File: src/rtl/ps2_host_tx.sv
// ps2_host_tx: PS/2 host-to-device command transmitter (inhibit, RTS, 8N-odd-parity frame, device ACK)
module ps2_host_tx #(
  parameter int INHIBIT_CYC = 6000,
  parameter int TIMEOUT_CYC = 750000
) (
  input  logic       clk50m,
  input  logic       reset_n,
  input  logic       tx_valid,
  input  logic [7:0] tx_data,
  output logic       tx_ready,
  output logic       tx_done,
  output logic       tx_err,
  input  logic       ps2_clk_i,
  input  logic       ps2_dat_i,
  output logic       ps2_clk_oe,
  output logic       ps2_dat_oe
);
  localparam int MAX_CYC = (TIMEOUT_CYC > INHIBIT_CYC) ? TIMEOUT_CYC : INHIBIT_CYC;
  localparam int CW = $clog2(MAX_CYC + 1);

  typedef enum logic [2:0] {IDLE, INHIBIT, RTS, SEND, WAIT_IDLE} state_t;

  state_t        state_q, state_d;
  logic [CW-1:0] cnt_q, cnt_d;
  logic [3:0]    idx_q, idx_d;
  logic [7:0]    data_q, data_d;
  logic          ack_q, ack_d;
  logic          dat_oe_q, dat_oe_d;
  logic          clk_s1_q, clk_s2_q, clk_p_q, dat_s1_q, dat_s2_q;
  logic          fall, timeout, lines_idle, in_frame;

  always_ff @(posedge clk50m) begin
    if (!reset_n) begin
      state_q  <= IDLE;
      cnt_q    <= '0;
      idx_q    <= '0;
      data_q   <= '0;
      ack_q    <= 1'b0;
      dat_oe_q <= 1'b0;
      clk_s1_q <= 1'b1;
      clk_s2_q <= 1'b1;
      clk_p_q  <= 1'b1;
      dat_s1_q <= 1'b1;
      dat_s2_q <= 1'b1;
    end else begin
      state_q  <= state_d;
      cnt_q    <= cnt_d;
      idx_q    <= idx_d;
      data_q   <= data_d;
      ack_q    <= ack_d;
      dat_oe_q <= dat_oe_d;
      clk_s1_q <= ps2_clk_i;
      clk_s2_q <= clk_s1_q;
      clk_p_q  <= clk_s2_q;
      dat_s1_q <= ps2_dat_i;
      dat_s2_q <= dat_s1_q;
    end
  end

  assign fall       = clk_p_q & ~clk_s2_q;
  assign lines_idle = clk_s2_q & dat_s2_q;
  assign in_frame   = (state_q == SEND) || (state_q == WAIT_IDLE);
  assign timeout    = in_frame && (cnt_q == CW'(TIMEOUT_CYC - 1));

  // timeout is tested first everywhere so it beats a coincident fall pulse
  always_comb begin
    state_d = state_q;
    case (state_q)
      IDLE:      if (tx_valid) state_d = INHIBIT;
      INHIBIT:   if (cnt_q == CW'(INHIBIT_CYC - 1)) state_d = RTS;
      RTS:       state_d = SEND;
      SEND:      state_d = timeout ? IDLE : (fall && idx_q == 4'd10) ? WAIT_IDLE : SEND;
      WAIT_IDLE: state_d = (timeout || lines_idle) ? IDLE : WAIT_IDLE;
      default:   state_d = IDLE;
    endcase
  end

  always_comb begin
    cnt_d    = (state_q == IDLE || state_q == RTS) ? '0 : cnt_q + CW'(1);
    idx_d    = (state_q == RTS) ? 4'd0 : (state_q == SEND && fall) ? idx_q + 4'd1 : idx_q;
    data_d   = (state_q == IDLE && tx_valid) ? tx_data : data_q;
    ack_d    = (state_q == SEND && fall && idx_q == 4'd10) ? ~dat_s2_q : ack_q;
    dat_oe_d = dat_oe_q;
    if (state_q == RTS)
      dat_oe_d = 1'b1;
    else if (state_q == SEND && fall)
      dat_oe_d = (idx_q < 4'd8) ? ~data_q[idx_q[2:0]] : (idx_q == 4'd8) ? ^data_q : 1'b0;
  end

  always_comb begin
    tx_ready   = (state_q == IDLE);
    ps2_clk_oe = (state_q == INHIBIT) || (state_q == RTS);
    ps2_dat_oe = (state_q == RTS) || (state_q == SEND && dat_oe_q && !timeout);
    tx_done    = timeout || (state_q == WAIT_IDLE && lines_idle);
    tx_err     = timeout || (state_q == WAIT_IDLE && lines_idle && !ack_q);
  end
endmodule

File: config.mk
export PLATFORM = sky130hd
export DESIGN_NAME = ps2_host_tx
export DESIGN_NICKNAME = d
export VERILOG_FILES = /design/src/rtl/ps2_host_tx.sv
export SDC_FILE = /design/constraint.sdc
export NUM_CORES = 1
export LEC_CHECK = 0
export CELL_PAD_IN_SITES_DETAIL_PLACEMENT = 0
export CELL_PAD_IN_SITES_GLOBAL_PLACEMENT = 1
export CORE_UTILIZATION = 35
export CTS_BUF_LIST = sky130_fd_sc_hd__clkbuf_4
export CTS_CLUSTER_DIAMETER = 80
export DETAILED_ROUTE_END_ITERATION = 6
export PLACE_DENSITY = 0.7
export SLEW_MARGIN = 20
export SYNTH_ARGS = -nofsm -noshare
export SYNTH_HDL_FRONTEND = slang
export SYNTH_SLANG_ARGS = --single-unit
File: constraint.sdc
create_clock -name clk50m -period 1.7 [get_ports clk50m]
set_input_delay 0.17 -clock clk50m [delete_from_list [all_inputs] [get_ports clk50m]]
set_output_delay 0.17 -clock clk50m [all_outputs]
set_load 0.03 [all_outputs]
## Word level (Yosys, flattened, before mapping)

Index checks and enable logic that the tools add are counted.

- Register bits: 42
- Input bits: 13
- Output and inout bits: 5
- Word-level logic and storage cells: 67

- $add $sub $neg: 2
- Magnitude comparators: 2
- Eq/ne operators: 10
- Muxes and demuxes: 12
- Bitwise operators: 6
- Reduce and logical (&&, ||, !) cells: 24

Operators with widths:

| operator | count |
|---|---|
| 20-bit by 1-bit adder with 20-bit output, second input constant | 1 |
| 20-bit by 13-bit == test with 1-bit output, second input constant | 1 |
| 20-bit == test, second input constant | 1 |
| 3-bit 2-to-1 mux | 5 |
| 3-bit case mux with 5 select lines | 1 |
| 1-bit logical AND | 9 |
| 4-bit == test, second input constant | 2 |
| 8-bit XOR reduction | 1 |
| 1-bit logical OR | 7 |
| 3-bit by 2-bit == test with 1-bit output, second input constant | 2 |
| 1-bit 2-to-1 mux | 5 |
| 4-bit by 1-bit adder with 4-bit output, second input constant | 1 |
| 3-bit by 4-bit < comparator with 1-bit output, second input constant | 1 |
| 4-bit < comparator, second input constant | 1 |
| 2-bit inequality test, second input constant | 2 |
| 1-bit inverter | 4 |
| 2-bit OR reduction | 2 |
| 1-bit binary-select mux with 3-bit select | 1 |
| 3-bit by 1-bit == test with 1-bit output, second input constant | 1 |
| 3-bit == test, second input constant | 1 |
| 3-bit logical NOT | 1 |
| 1-bit AND | 2 |
| 1-bit logical NOT | 2 |
| 2-bit AND reduction | 1 |
| 2-bit nonzero test | 1 |

## Longest topological paths before layout

- Depth after elaboration: 6
- Mapped depth: 6
- Depth with buffers taken out: 6

## Worst setup path after synthesis

OpenSTA, ideal clock, no wires.

- Kind: register to output
- From: register cnt_q[4]
- To: output tx_done
- Data arrival time: 2026 ps
- Data required time: 1530 ps
- Setup slack: -496 ps
- Stages on the path, launching flop included: 5
- Buffers on the path: 0
- Path through: dfxtp_1 > or4b_1 > nor4_2 > nand4_1 > o21ai_0

- Word-level cells in the longest chain between the ends: 3

RTL lines:

| what | line | RTL |
|---|---|---|
| start: declaration | 24 | `logic [CW-1:0] cnt_q, cnt_d;` |
| start signal: assignment | 47 | `cnt_q <= cnt_d;` |
| 20-bit == test | 63 | `assign timeout = in_frame && (cnt_q == CW'(TIMEOUT_CYC - 1));` |
| 1-bit logical AND | 63 |  |
| 1-bit logical OR | 94 | `tx_done = timeout \|\| (state_q == WAIT_IDLE && lines_idle);` |
| end: declaration | 11 | `output logic tx_done,` |

No other way between the ends.

## Worst setup path after layout

Same ends and word-level chain as after synthesis.

==> qor.yml <==
finish:
  drive_above_1_share_pct: 28.08
  n_antenna_cell: 0
  fillCellCount: 558
  fin_area_um2: 2780
  nets: 308
  synthToLayoutAreaGrowth_pct: 36.49
setup_path:
  cp_slowest_cell: "or4b_4"
  crit_chain: "or4b_4, nor4_4, nand4_1, buf_6, a21o_1, o21ai_2, buf_6"
  endpoint_kind: "output port"
  cp.arrival_ns: 2.16
  crit_required_ns: 1.53
  critPathKind: "flop to output port"
  crit_top_cell: "buf_6"
  slowest_delay_ns: 0.54
  start_kind: "flop"
  critical_path.max_fanout: 6
timing:
  setup_viol: 6
  hold-worst-slack_ns: 0.3529
  drv_slew: 0
  rsz0062_at_grt: "true"
  skew_ns: 0.01163
  fin_crit_ns: 2.333
  worst_pin_slew_ns: 0.4086
  fin_setup_tns_ns: -2.982
  slew-limit-headroom_pct: 72.33
  hold_viol: 0
  finalCritPeriodShare_pct: 137.2
  clock.fmax_mhz: 428.6
  layout_setup_ws_ns: -0.6331
synth:
  yosys.cell_count.top_type: "dfxtp_1"
  synth.net_count: 252
  synth_area_um2: 2037
  synth_top_family_by_area: "simple AND/OR/NAND/NOR gates"
  muxShareOfSynthArea_pct: 3.256
  synth_flop_cell: "dfxtp_1"
  async_flop_share_pct: 0
  synth_top_area_cell: "dfxtp_1"
  synthTopCellsByCount: "42 x dfxtp_1, 35 x nor2_1, 30 x nand2_1, 19 x xnor2_1, 10 x nand3_1"
  ys_warn_count: 0
  synth-seq-cells: 42
  synth_top_area_share_pct: 41.28
  synth_simple_gate_area_share_pct: 27.52
  synth-xor-area-share_pct: 12.04
  syn_area_per_cell_um2: 8.668
  synthAdderAreaFrac_pct: 2.457
  synth_cells: 235
  synth_cell_types: 41
  synth_edf_count: 0
  synthTopCellsByArea: "dfxtp_1 41%, xnor2_1 8.2%, nor2_1 6.4%"
  yosysSeqAreaShare_pct: 41.28
  synth-compound-area-share_pct: 9.705
die:
  start_util_pct: 36.54
  die-area_um2: 6129
  core_area_um2: 5574
  io_pins: 18
  rows: 27
  die_h_um: 78.29
  die_w_um: 78.29
power:
  pwr-share-seq_pct: 48.9
  p_clk_share_pct: 29.3
  p_leak_nw: 1.031
  internal_power_mw: 1.594
  powerDensity_nw_per_um2: 799.4
  switching_share_pct: 28.27
  combPwrFrac_pct: 21.8
  power_mw: 2.223
  irDropWorstVdd_mv: 0.6106
  power.switching_mw: 0.6283
global_routing:
  grt_overflow: 0
  grt_pass1_wl_um: 7514
  antenna_found_initial: 0
  grt_usage_pct: 15.49
  grt_max_degree: 22
  grt_pass1_vias: 1685
detailed_routing:
  postRouteAntennaNets: 0
  vias: 1765
  wl_per_cell_um: 12.06
  drtPass1Iterations: 4
  routed_wl_um: 4389
  drtIter0Drc: 37
  drc: 0
  viasPerCell: 4.849
place:
  dp.final_hpwl_um: 3145
  place_ws_ns: -0.5236
  io_buffers: 17
  dpl-instance-area_um2: 2509
  place.gp.congestion: 0.7514
min_path:
  min_path_type: "primary input to flop"
clock_network:
  cts_sinks: 42
  clk_pin_slew_worst_paths_ns: 0.12
  ctsHoldBuffers: 0
  cts-root-buf: "clkbuf_4"
  cts_made_buffers: 5
  cts_tree: "built"
  cts_buffer_depth: 2
  htreeDepth: 2
  clock_latency_ns: 0.35
outcome:
  status: "finished with violations"
  violations: "setup timing"
run:
  drv_cap: 0
-- cell families after synthesis --
family | after synthesis
buffers and inverters | 14
xor gates and xnor gates | 28
and+or+nand+nor | 113
DFF | 42
AOI/OAI and AO/OA | 30
muxes | 4
adders and majority gates | 4
-- timing repair --
action                                 in CTS  in global routing
cloned                                      0                  0
buffers inserted                            5                  3
setup endpoints to repair                   7                 17
gates resized for setup                    16                 19
endpoints found under the hold margin       0                  0
pin swaps                                   6                  6
-- per-stage QoR --
stage	std cells	util, %
finish	364	49.88
floorplan	235	-
detailed placement	348	45.01
CTS	361	48.08
global placement	348	45.01
global route	364	49.88
-- power groups by stage --
stage / Combinational [mW] / Clock, mW / Sequential (mW)
2_1_floorplan: 0.363 / 0 / 1.08
3_3_place_gp: 0.482 / 0 / 1.10
3_5_place_dp: 0.481 / 0 / 1.11
4_1_cts: 0.480 / 0.681 / 1.08
5_1_grt: 0.538 / 0.712 / 1.10
6_report: 0.484 / 0.652 / 1.09
-- layout by cell type (no fill, tap or decap), types with 7 or more instances in the layout --
cell type,synthesis,layout
clkdlybuf4s50_1,0,12
buf_4,1,36
buf_6,0,8
nand3_1,10,8
xnor2_1,19,19
nand2_1,30,30
nor2_1,35,34
clkbuf_4,0,7
a21boi_0,8,8
dfxtp_1,42,37
xor2_1,9,9
-- per-layer routing --
metal  part of all wire, %  global-route usage [%]  vias to the layer above
met5                     0                       0                        -
met1                    47                   19.11                      825
met4                   2.0                   7.037                        0
li1                      -                       -                      910
met2                    48                   25.44                       21
met3                   2.9                   3.721                        9
-- final cells by class --
| type | instances | area (um2) | area share [%] |
|---|---|---|---|
| Clock buffer | 7 | 52.55 | 1.890 |
| Multi-Input combinational cell | 179 | 1245 | 44.78 |
| Tap cell | 72 | 90.09 | 3.240 |
| Inverter | 5 | 18.77 | 0.6751 |
| Clock inverter | 1 | 30.03 | 1.080 |
| Timing Repair Buffer | 58 | 496.7 | 17.87 |
| Sequential cell | 42 | 847.1 | 30.47 |
-- path summary, 6_finish.rpt --
kind                                  from          to  slack (ns)  cells after the start
worst max-delay path              cnt_q[4]     tx_done       -0.63                      7
worst min-delay path            tx_data[3]   data_q[3]        0.35                      3
worst max register to register    cnt_q[4]  state_q[2]       -0.56                     11
worst min register to register    clk_s1_q    clk_s2_q        0.42                      1
-- critical path, delay by kind of cell (launching register included) --
family                 cells  cell delay [ns]
DFF                        1             0.34
buffers and inverters      2             0.33
AOI/OAI and AO/OA          2             0.22
and+or+nand+nor            3             0.93
-- state kept, by name, indices dropped and copies added (netlist names) --
register,cells
state_q,3
cnt_q,20
clk_s1_q,1
dat_s1_q,1
data_q,8
idx_q,4
clk_p_q,1
dat_s2_q,1
clk_s2_q,1
dat_oe_q,1
ack_q,1
(Power assumes the default switching activity.)
